**config.mk**
```make
export PLATFORM = sky130hd
export DESIGN_NAME = bcd_seq_converter
export DESIGN_NICKNAME = d
export VERILOG_FILES = /design/src/rtl/bcd_seq_converter.sv
export SDC_FILE = /design/constraint.sdc
export NUM_CORES = 1
export LEC_CHECK = 0
export BUFFER_PORTS_ARGS = -buffer_cell sky130_fd_sc_hd__buf_2
export CORE_MARGIN = 5
export CORE_UTILIZATION = 30
export CTS_CLUSTER_SIZE = 30
export DETAILED_ROUTE_END_ITERATION = 8
export HOLD_SLACK_MARGIN = 0.08
export PLACE_DENSITY_LB_ADDON = 0.1
export RECOVER_POWER = 100
export SYNTH_ARGS = -nofsm -noshare
export SYNTH_HDL_FRONTEND = slang
export SYNTH_HIERARCHICAL = 1
export SYNTH_SLANG_ARGS = --single-unit
```
**constraint.sdc**
```tcl
create_clock -name clk -period 1.8 [get_ports clk]
set_clock_uncertainty 0.05 [all_clocks]
set_input_delay 0 -clock clk [delete_from_list [all_inputs] [get_ports clk]]
set_output_delay 0 -clock clk [all_outputs]
set_load 0.05 [all_outputs]
```
**src/rtl/bcd_seq_converter.sv**
```systemverilog
// Sequential binary-to-BCD converter (shift-add-3), one input bit per clock.
// Feeds the seven-segment digit drivers from the ALU result register.

module bcd_digit_adj (
  input  logic [3:0] dig_i,
  output logic [3:0] dig_o
);
  assign dig_o = (dig_i >= 4'd5) ? dig_i + 4'd3 : dig_i;
endmodule

module bcd_seq_converter #(
  parameter int WIDTH  = 8,
  parameter int DIGITS = 3,
  parameter int SIGNED = 0
) (
  input  logic                  clk,
  input  logic                  rst_n,
  input  logic                  start,
  input  logic [WIDTH-1:0]      bin,
  output logic                  ready,
  output logic                  busy,
  output logic                  done,
  output logic [4*DIGITS-1:0]   bcd,
  output logic                  neg,
  output logic                  overflow
);
  localparam int CW = $clog2(WIDTH+1);
  localparam int BW = 4*DIGITS;

  typedef enum logic [1:0] {S_IDLE, S_SHIFT, S_DONE} state_t;

  state_t          state_q, state_d;
  logic [WIDTH-1:0] mag_q, mag_d;
  logic [BW-1:0]   scr_q, scr_d, adj;
  logic [CW-1:0]   cnt_q, cnt_d;
  logic            sign_q, sign_d, ovf_q, ovf_d;
  logic [BW-1:0]   bcd_q, bcd_d;
  logic            neg_q, neg_d, ovfo_q, ovfo_d, done_q, done_d;

  for (genvar g = 0; g < DIGITS; g++) begin : g_dig
    bcd_digit_adj u_adj (.dig_i(scr_q[4*g +: 4]), .dig_o(adj[4*g +: 4]));
  end

  always_comb begin
    state_d = state_q;
    mag_d   = mag_q;
    scr_d   = scr_q;
    cnt_d   = cnt_q;
    sign_d  = sign_q;
    ovf_d   = ovf_q;
    bcd_d   = bcd_q;
    neg_d   = neg_q;
    ovfo_d  = ovfo_q;
    done_d  = 1'b0;
    case (state_q)
      S_IDLE: if (start) begin
        sign_d  = (SIGNED != 0) && bin[WIDTH-1];
        mag_d   = sign_d ? -bin : bin;
        scr_d   = '0;
        ovf_d   = 1'b0;
        cnt_d   = CW'(WIDTH);
        state_d = S_SHIFT;
      end
      S_SHIFT: begin
        // A set MSB in the adjusted top digit means a carry past the last digit.
        {scr_d, mag_d} = {adj, mag_q} << 1;
        if (adj[BW-1]) ovf_d = 1'b1;
        cnt_d = cnt_q - 1'b1;
        if (cnt_q == CW'(1)) state_d = S_DONE;
      end
      S_DONE: begin
        // A negative input always has a nonzero magnitude, so sign alone decides neg.
        bcd_d   = scr_q;
        neg_d   = sign_q;
        ovfo_d  = ovf_q;
        done_d  = 1'b1;
        state_d = S_IDLE;
      end
      default: state_d = S_IDLE;
    endcase
  end

  always_ff @(posedge clk or negedge rst_n) begin
    if (!rst_n) begin
      state_q <= S_IDLE;
      mag_q   <= '0;
      scr_q   <= '0;
      cnt_q   <= '0;
      sign_q  <= 1'b0;
      ovf_q   <= 1'b0;
      bcd_q   <= '0;
      neg_q   <= 1'b0;
      ovfo_q  <= 1'b0;
      done_q  <= 1'b0;
    end else begin
      state_q <= state_d;
      mag_q   <= mag_d;
      scr_q   <= scr_d;
      cnt_q   <= cnt_d;
      sign_q  <= sign_d;
      ovf_q   <= ovf_d;
      bcd_q   <= bcd_d;
      neg_q   <= neg_d;
      ovfo_q  <= ovfo_d;
      done_q  <= done_d;
    end
  end

  assign ready    = (state_q == S_IDLE);
  assign busy     = !ready;
  assign done     = done_q;
  assign bcd      = bcd_q;
  assign neg      = neg_q;
  assign overflow = ovfo_q;
endmodule
```
-- After elaboration in Yosys (flattened, before gate mapping)
Cells that the tools add are included.
- bits in read-only memories: 0
- memories: 0
- flip-flop bits (word level): 41
- output and inout port bits: 17
- input port bits: 11
- word-level logic and storage cells: 43
- bits in latches: 0
- memory bits (writable): 0
- shift-type cells: 0
- bitwise logic cells: 0
- reduce and logical (&&, ||, !) cells: 6
- $lt $le $gt $ge: 3
- mux-type cells: 16
- $mul: 0
- equal/unequal tests: 6
- div/mod/pow operators: 0
- $add $sub $neg: 4
- operators with widths (cell ; count):
    one-hot mux 12 bit (2 select lines) ; 1
    2-to-1 mux 4 bit ; 4
    one-hot mux 8 bit (2 select lines) ; 1
    adder 4 x 2 -> 4 bit, second input constant ; 3
    greater-or-equal comparator 4 x 3 -> 1 bit, second input constant ; 3
    2-to-1 mux 12 bit ; 1
    2-to-1 mux 8 bit ; 1
    one-hot mux 4 bit (2 select lines) ; 1
    equality test 4 x 1 -> 1 bit, second input constant ; 1
    2-to-1 mux 2 bit ; 2
    != test 2 bit, second input constant ; 2
    one-hot mux 2 bit (2 select lines) ; 1
    AND reduction 2 bit ; 2
    subtractor 4 x 1 -> 4 bit, second input constant ; 1
    2-to-1 mux 1 bit ; 3
    AND reduction 3 bit ; 1
    equality test 2 x 1 -> 1 bit, second input constant ; 1
    equality test 2 bit, second input constant ; 1
    logical NOT 2 bit ; 1
    != test 2 x 1 -> 1 bit, second input constant ; 1
    one-hot mux 1 bit (2 select lines) ; 1
    nonzero test 2 bit ; 1
    logical NOT 1 bit ; 1

-- Logic depth before layout (Yosys ltp)
Gate-level depths: netlist of the first run.
- depth after elaboration: 4
- mapped depth: 8
- mapped depth without buffers: 8

-- Modules after synthesis
The synthesis of the first run kept the hierarchy.
- modules (own cells, without submodules) (module ; cells each ; area an instance (sq um) ; times used ; sequential area each (sq um)):
    bcd_seq_converter ; 139 ; 1762.9 ; 1 ; 1026.0
    bcd_digit_adj ; 16 ; 101.3 ; 3 ; 0.0

-- Least setup slack after synthesis of the first run
OpenSTA, ideal clock, no wires.
- path kind: reg2reg
- start: reg scr_q[0]
- end: reg scr_q[2]
- setup time: 0.121 ns
- data arrival time: 1.222 ns
- required time: 1.629 ns
- period minus slack after synthesis: 1.393 ns
- setup slack: 0.407 ns
- path buffers: 0
- stages on the path, launching flop included: 6
- path through: dfrtp_1 ha_1 nand2b_1 a21oi_2 mux2i_1 a22o_1
- cells in the longest elaborated chain, start to end: 3
- elaborated cells between the ends (all ways): 4
- classes of those cells: add/sub: 1; order compare: 1; mux: 2
- ends and longest elaborated chain (what ; RTL line ; source):
    start: declaration ; 34 ; logic [BW-1:0] scr_q, scr_d, adj;
    start signal: assignment ; 98 ; scr_q <= scr_d;
    adder 4 x 2 -> 4 bit or greater-or-equal comparator 4 x 3 -> 1 bit (tied branches) ; 8 ; assign dig_o = (dig_i >= 4'd5) ? dig_i + 4'd3 : dig_i;
    2-to-1 mux 4 bit (*) ; 8 ;
    net adj[1] ; 34 ;
    one-hot mux 12 bit (2 select lines) (*) ; 55 ; case (state_q)
Mark *: on every way through the listed nets, which the timed path passes. The rest lies on a longest branch.
A chain may end at the register's enable or synchronous reset.

-- Final worst setup path of the first run
- start: reg state_q[0]
- end: out ready
- cells in the longest elaborated chain, start to end: 1
- ends and longest elaborated chain (what ; RTL line ; source):
    start: declaration ; 32 ; state_t state_q, state_d;
    start signal: assignment ; 96 ; state_q <= state_d;
    logical NOT 2 bit ; 109 ; assign ready = (state_q == S_IDLE);
    end: declaration ; 20 ; output logic ready,
No other way between the ends.

==> results.json, run 1 <==
{
  "ctsHoldBuffers": 9,
  "post-place-ws_ps": 220,
  "yosysSeqAreaShare_pct": 49.6,
  "mostFrequentLayoutCells": "41 x dfrtp_1, 19 x clkbuf_1, 17 x o21ai_0, 17 x nand2_1, 12 x a22o_1",
  "rsz0062_at_grt": "false",
  "cpPeakStageDelay_ps": 470,
  "layout_commonest_cell": "dfrtp_1",
  "peakVddDrop_mv": 0.543,
  "drc": 0,
  "r2r_start": "state_q[1]",
  "power.density_nw_per_um2": 1750,
  "yosysWarnings": 6,
  "wire_per_inst_um": 13.4,
  "synth_edf_count": 0,
  "setup_tns_ps": 0,
  "fmax_mhz": 613,
  "crit_slowest_cell": "dfrtp_1",
  "htree_num_levels": 2,
  "clock_path_buffers": 2,
  "cts_buffers": 5,
  "cts_sinks": 41,
  "grt_max_degree": 24,
  "hp-class": "in2reg",
  "stdcell_area_um2": 2400,
  "period_minus_slack_ps": 1630,
  "drive_above_1_share_pct": 13.2,
  "power.leakage_nw": 1.13,
  "dr_total_vias": 1441,
  "area_growth_pct": 15.9,
  "slew_violations": 0,
  "ios": 28,
  "hold_viol_final": 0,
  "die_y_um": 93.0,
  "grt_usage_pct": 10.5,
  "start_util_pct": 30.6,
  "path_cells": "buf_4 > or2_2 > inv_1 > clkbuf_2",
  "dpl.hpwl_um": 2970,
  "antenna_found_initial": 0,
  "grt_pass1_vias": 1498,
  "first_iter_violations": 33,
  "die_w_um": 93.0,
  "required_ps": 1750,
  "insertion_delay_ps": 290,
  "synth_area_um2": 2070,
  "placed_area_um2": 2300,
  "period_share_pct": 90.7,
  "ys_seq_elements": 41,
  "min_from": "start",
  "port_buffers": 26,
  "drt.antenna.violating_nets": 0,
  "grt_pass1_wl_um": 7160,
  "routed_wl_um": 4130,
  "cts_resized": 0,
  "setup_viol": 0,
  "crit_path_start": "state_q[0]",
  "cts-root-buf": "clkbuf_8",
  "setup_slack_ps": 168,
  "synth.distinct_cells": 32,
  "max_slew_margin_pct": 11.1,
  "worst_slew_pin_slew_ps": 1330,
  "n_antenna_cell": 0,
  "syn_avg_cell_area_um2": 11.1,
  "cts_tree": "yes",
  "path_clk_slew_ps": 80,
  "end_kind": "output pin",
  "synth_ff_type": "dfrtp_1",
  "core_area_um2": 6760,
  "async_reset_ff_share_pct": 100,
  "die_area_um2": 8650,
  "drtPass1Iterations": 4,
  "viasPerCell": 4.69,
  "rows": 30,
  "path_max_fanout": 9,
  "status": "completed",
  "grt-ovfl-total": 0,
  "worstPathArrival_ps": 1580,
  "nets": 246,
  "synthCells": 187,
  "place.gp.congestion": 0.810,
  "post_cts_buffers": 0,
  "maxCapViolCount": 0,
  "critical_path_class": "reg2out",
  "synth_nets": 206,
  "crit_path_start_kind": "register"
}
-- power by group --
group,total (W),switching (W),internal [W]
clock,0.000612,0.000307,0.000305
sequential,0.00162,0.000340,0.00128
combinational,0.00196,0.00118,0.000780
total,0.00420,0.00183,0.00237
-- cell type report --
cell class | count | area, um^2
clock buffers | 7 | 86.3
fillers | 690 | 4360
inverters | 11 | 41.3
multi-input cells | 125 | 882
flip-flops and latches | 41 | 1030
well taps | 80 | 100
repair buffers | 43 | 260
-- routing by layer --
| metal | vias to the layer above | GRT usage, % | routed length (um) |
|---|---|---|---|
| met2 | 24 | 16.4 | 1930 |
| li1 | 719 | - | - |
| met5 | - | 0 | 0 |
| met1 | 689 | 13.8 | 1970 |
| met4 | 0 | 4.76 | 77 |
| met3 | 9 | 2.41 | 159 |
-- kinds of logic after synthesis --
| family | synth area share (%) |
|---|---|
| compound gates | 16.9 |
| xor+xnor | 1.27 |
| fa+ha+maj | 4.84 |
| buf+inv | 5.75 |
| flops | 49.6 |
| mux | 10.7 |
| other cells | 0.181 |
| simple gates | 10.7 |
-- worst max-delay path, delay by kind of cell (launching register included) --
kind	cells	cell delay, ps
AND/OR/NAND/NOR	1	300
buffers and inverters	3	520
flip-flops	1	470
-- per-stage QoR --
stage	power, W	util (%)	hold slack, ps	cells
2_1_floorplan	0.00326	-	-346	187
3_3_place_gp	0.00371	34.1	-37.0	291
3_5_place_dp	0.00377	34.1	-25.3	291
4_1_cts	0.00443	36.7	126	307
5_1_grt	0.00458	35.5	144	307
6_report	0.00420	35.5	145	307
-- worst paths after layout --
path                             to  slack, ps  cells after the start
setup / recovery              ready        170                      4
max in group asynchronous    bcd[0]        420                      2
hold reg to reg              bcd[0]        440                      1
min in group asynchronous    bcd[9]        490                      2
hold / removal             mag_q[6]        140                      4
setup reg to reg           cnt_q[3]        200                      4
-- state kept, by name (all words and copies together) (netlist names) --
name	count
bcd	12
cnt_q	4
done	1
mag_q	8
overflow	1
ovf_q	1
scr_q	12
state_q	2
-- synthesized netlist by cell type, types with 4 or more instances --
cell	count	area share, %
mux2_4	9	6.5
nor2_1	4	0.73
dfrtp_1	41	50
a21oi_1	9	2.2
a22oi_1	7	2.5
nor2b_1	10	3.0
mux2i_1	4	1.9
inv_1	11	2.0
ha_1	8	4.8
o21ai_0	16	3.9
mux2_2	4	2.2
buf_2	4	0.97
nand2_1	17	3.1
nand2b_1	6	1.8
a22o_1	12	5.1
Power figures use the tool's default switching activity.
==> run 2, diff against run 1 <==
--- a/config.mk
+++ b/config.mk
@@ -6,11 +6,11 @@
 export NUM_CORES = 1
 export LEC_CHECK = 0
 export BUFFER_PORTS_ARGS = -buffer_cell sky130_fd_sc_hd__buf_2
-export CORE_MARGIN = 5
 export CORE_UTILIZATION = 30
 export CTS_CLUSTER_SIZE = 30
 export DETAILED_ROUTE_END_ITERATION = 8
 export HOLD_SLACK_MARGIN = 0.08
+export MAX_ROUTING_LAYER = met4
 export PLACE_DENSITY_LB_ADDON = 0.1
 export RECOVER_POWER = 100
 export SYNTH_ARGS = -nofsm -noshare
==> run 2 against run 1 <==
  * First-iteration DRC count increased by 73%
  * Critical path type is now reg2reg
  * Routed wire length increased by 0.53%
  * Global-route usage up 2.5 points
  * Sequential share of layout area barely moved
  * Maximum frequency is 3.6% higher
  * Combinational power up 3%
  * Non-clock buffer count grew 2
  * Sequential power barely moved
  * Total power is 0.70% higher
  * Sequential cell count is the same
  * Cell count shrank 0.33%
==> results.json, run 2 (synthesized netlist as in run 1, its figures left out) <==
{
  "nets": 248,
  "hold_viol_final": 0,
  "path_max_fanout": 9,
  "insertion_delay_ps": 280,
  "drt.antenna.violating_nets": 0,
  "grt_usage_pct": 13.0,
  "die_w_um": 85.0,
  "grt_pass1_vias": 1493,
  "end_kind": "register",
  "met1_usage_pct": 16.2,
  "dp.cells": 290,
  "dr_total_vias": 1499,
  "start_util_pct": 31.8,
  "rows": 29,
  "viasPerCell": 4.90,
  "post-route-util_pct": 36.9,
  "hold_depth": 4,
  "fillerInstances": 650,
  "cts_sinks": 41,
  "setup_viol": 0,
  "mostFrequentLayoutCells": "41 x dfrtp_1, 19 x clkbuf_1, 17 x o21ai_0, 17 x nand2_1, 12 x a22o_1",
  "worst_slew_pin_slew_ps": 1180,
  "dpl.hpwl_um": 2980,
  "post_cts_buffers": 0,
  "grt_max_degree": 22,
  "ios": 28,
  "core_area_um2": 6490,
  "critPathTopFamily": "flip-flops",
  "crit_path_start_kind": "register",
  "top_usage_layer": "met2",
  "peakVddDrop_mv": 0.882,
  "die_area_um2": 7230,
  "stdcell_count": 306,
  "die_y_um": 85.0,
  "setup_tns_ps": 0,
  "clock_path_buffers": 2,
  "cts_tree": "yes",
  "n_antenna_cell": 0,
  "grt_pass1_wl_um": 7240,
  "maxCapViolCount": 0,
  "place.gp.congestion": 0.766,
  "cts_buffers": 5,
  "use_met3_pct": 3.31,
  "max_slew_margin_pct": 21.3,
  "power.leakage_nw": 1.14,
  "area_growth_pct": 16.0,
  "period_share_pct": 87.5,
  "gr-usage-met2_pct": 21.3,
  "htree_num_levels": 2,
  "drc": 0,
  "placed_area_um2": 2290,
  "antenna_found_initial": 0,
  "slew_violations": 0,
  "first_iter_violations": 57,
  "power.density_nw_per_um2": 1760,
  "rsz0062_at_grt": "false",
  "routed_wl_um": 4150,
  "status": "completed",
  "layout_commonest_cell": "dfrtp_1",
  "period_minus_slack_ps": 1580,
  "drive_above_1_share_pct": 14.0,
  "drtPass1Iterations": 4,
  "worstPathArrival_ps": 1730,
  "crit_cells": 4,
  "ctsHoldBuffers": 9,
  "hp-class": "in2reg",
  "port_buffers": 26,
  "cts-root-buf": "clkbuf_8",
  "grt-ovfl-total": 0,
  "required_ps": 1950,
  "path_cells": "and2b_1 > clkbuf_1 > a22oi_1 > o21ai_0",
  "cts_resized": 0,
  "critical_path_class": "reg2reg",
  "cpPeakStageDelay_ps": 440,
  "path_buf_inv": 1,
  "stdcell_area_um2": 2400,
  "path_clk_slew_ps": 70,
  "crit_slowest_cell": "dfrtp_1",
  "wire_per_inst_um": 13.6,
  "r2r_cells": 4,
  "fmax_mhz": 635
}
-- run 2: cell types whose count changed in the layout (fill, tap and decap cells not counted), sizes merged --
cell    before  now
buf         13   16
clkbuf      28   27
-- run 2: path summary, 6_finish.rpt --
path | start | to | slack, ps
max | state_q[1] | mag_q[6] | 220
min | start | mag_q[7] | 140
max reg2reg | state_q[1] | mag_q[6] | 220
min reg2reg | bcd[0] | bcd[0] | 440
max in group asynchronous | rst_n | mag_q[0] | 420
min in group asynchronous | rst_n | bcd[7] | 430
-- run 2: area by class of cell --
class	instances	area, um^2	share of cell area, %
timing repair buffer	45	265	11.1
clock buffer	7	86.3	3.60
multi-input combinational	125	882	36.8
sequential	41	1030	42.8
tap	77	96.3	4.02
inverter	11	41.3	1.72
-- run 2: power breakdown --
part / internal, W / switching (W)
logic: 0.000797 / 0.00122
registers: 0.00128 / 0.000330
clock network: 0.000304 / 0.000297
-- run 2: through the flow --
step | hold WS (ps) | power [W] | worst slack [ps]
6_report | 144 | 0.00423 | 225
5_1_grt | 154 | 0.00457 | 88.1
4_1_cts | 142 | 0.00441 | 274
3_5_place_dp | -47.3 | 0.00377 | 293
3_3_place_gp | -57.0 | 0.00371 | 331
2_1_floorplan | -346 | 0.00326 | 407
-- run 2: worst min-delay path: cells and delay by family --
kind,cells,cell delay [ps]
AO/OA/AOI/OAI,2,170
AND/OR/NAND/NOR,1,70
buffers and inverters,1,190
-- run 2: metal layers --
layer  vias to the layer above  wire [um]  part of all wire [%]
met2                        29       2020                    49
met5                         -          0                     0
met3                         2        145                   3.5
met1                       745       1980                    48
met4                         0         14                  0.34
li1                        723          -                     -
==> run 3, diff against run 2 <==
--- a/config.mk
+++ b/config.mk
@@ -6,7 +6,7 @@
 export NUM_CORES = 1
 export LEC_CHECK = 0
 export BUFFER_PORTS_ARGS = -buffer_cell sky130_fd_sc_hd__buf_2
-export CORE_UTILIZATION = 30
+export CORE_UTILIZATION = 57
 export CTS_CLUSTER_SIZE = 30
 export DETAILED_ROUTE_END_ITERATION = 8
 export HOLD_SLACK_MARGIN = 0.08
@@ -17,3 +17,4 @@
 export SYNTH_HDL_FRONTEND = slang
 export SYNTH_HIERARCHICAL = 1
 export SYNTH_SLANG_ARGS = --single-unit
+export TNS_END_PERCENT = 30
==> constraint.sdc (replaced) <==
create_clock -name clk -period 1.8 [get_ports clk]
set_clock_uncertainty 0.05 [all_clocks]
set_input_delay 0 -clock clk [delete_from_list [all_inputs] [get_ports clk]]
set_output_delay 0 -clock clk [all_outputs]
set_load 0.01 [all_outputs]
==> run 3 against run 2 <==
  * Clock-buffer cell count shrank 2
  * Global-route usage rose by 10 points
  * Critical endpoint is now scr_q[6]
  * First-iteration DRC count increased by 65%
  * Worst hold slack improved by 210 ps
  * Non-clock buffer count is 2 lower
  * Highest routed layer unchanged
  * Clock power decreased by 4.3%
==> results.json, run 3 (synthesized netlist as in run 1, its figures left out) <==
{
  "first_iter_violations": 94,
  "path_max_fanout": 4,
  "area_growth_pct": 13.3,
  "die_w_um": 62.2,
  "dpl.hpwl_um": 2670,
  "die_area_um2": 3870,
  "max_slew_margin_pct": 34.1,
  "cts_sinks": 41,
  "fmax_mhz": 614,
  "antenna_found_initial": 0,
  "mostFrequentLayoutCells": "41 x dfrtp_1, 17 x o21ai_0, 17 x nand2_1, 17 x clkbuf_1, 12 x a22o_1",
  "placed_area_um2": 2240,
  "post-place-ws_ps": 268,
  "path_clk_slew_ps": 120,
  "die_y_um": 62.2,
  "critical_path_class": "reg2reg",
  "fillerInstances": 282,
  "post_cts_buffers": 0,
  "slew_violations": 0,
  "power.leakage_nw": 1.13,
  "n_antenna_cell": 0,
  "nets": 246,
  "worst_slew_pin_slew_ps": 989,
  "path_cells": "inv_1 > ha_1 > nand2b_1 > a21oi_1 > mux2i_1 > a22o_1",
  "drc": 0,
  "cts_buffers": 5,
  "critPathTopFamily": "compound AO/OA/AOI/OAI gates",
  "cts_resized": 0,
  "crit_cells": 6,
  "core_area_um2": 3420,
  "cpPeakStageDelay_ps": 440,
  "rows": 21,
  "start_util_pct": 60.5,
  "crit_slowest_cell": "dfrtp_1",
  "ctsHoldBuffers": 10,
  "cts_tree": "yes",
  "grt_max_degree": 42,
  "grt-ovfl-total": 0,
  "dr_total_vias": 1458,
  "power.density_nw_per_um2": 1630,
  "ios": 28,
  "grt_pass1_vias": 1515,
  "cts-root-buf": "clkbuf_4",
  "port_buffers": 26,
  "setup_viol": 0,
  "multi_input_area_um2": 882,
  "routed_wl_um": 3930,
  "drtPass1Iterations": 4,
  "maxCapViolCount": 0,
  "peakVddDrop_mv": 0.937,
  "rsz0062_at_grt": "false",
  "grt_pass1_wl_um": 6900,
  "layout_commonest_cell": "dfrtp_1",
  "hold_viol_final": 0,
  "drive_above_1_share_pct": 13.7,
  "hp-class": "in2async",
  "drt.antenna.violating_nets": 0,
  "status": "completed",
  "setup_slack_ps": 170,
  "seqCellArea_um2": 1030,
  "htree_num_levels": 2,
  "required_ps": 2000,
  "wire_per_inst_um": 14.4,
  "grt_usage_pct": 23.5,
  "worstPathArrival_ps": 1830,
  "crit_path_start_kind": "register",
  "viasPerCell": 5.34,
  "end_kind": "register",
  "period_share_pct": 90.5,
  "insertion_delay_ps": 350,
  "path_buf_inv": 1,
  "clock_path_buffers": 2,
  "r2r_cells": 6,
  "setup_tns_ps": 0,
  "period_minus_slack_ps": 1630,
  "stdcell_area_um2": 2340,
  "place.gp.congestion": 0.775
}
[run 3: per-layer routing]
metal	up-vias	track usage, %	part of all wire (%)
li1	722	-	-
met4	0	10.2	1.2
met5	-	-	0
met2	21	39.8	51
met1	710	27.3	45
met3	5	4.23	3.0
[run 3: cell type report]
type	count	share of cell area (%)
Multi-Input combinational cell	125	37.7
Inverter	11	1.76
Tap cell	46	2.46
Sequential cell	41	43.8
Clock inverter	2	1.50
Clock buffer	5	1.60
Timing Repair Buffer	43	11.2
[run 3: final timing paths]
path	from	endpoint	slack, ps
setup / recovery	scr_q[5]	scr_q[6]	170
hold / removal	rst_n	bcd[7]	350
setup reg to reg	scr_q[5]	scr_q[6]	170
hold reg to reg	bcd[2]	bcd[2]	450
max in group asynchronous	rst_n	scr_q[9]	720
min in group clk	bin[4]	mag_q[4]	430
[run 3: through the flow]
stage	instances	util, %	power, W	hold slack (ps)
global route	273	68.5	0.00415	441
CTS	273	70.7	0.00398	189
detailed placement	256	65.6	0.00338	40.8
finish	273	68.5	0.00381	351
floorplan	187	-	0.00289	-346
global placement	256	65.6	0.00327	35.7
[run 3: power by group]
group | internal, W | switching, W | leakage [nW]
sequential | 0.00128 | 0.000333 | 0.530
clock | 0.000283 | 0.000292 | 0.0410
combinational | 0.000782 | 0.000838 | 0.559
[run 3: worst min-delay path, cell delays in order]
cell	delay, ps
dlygate4sd3_1	510
buf_2	90
clkbuf_2	740
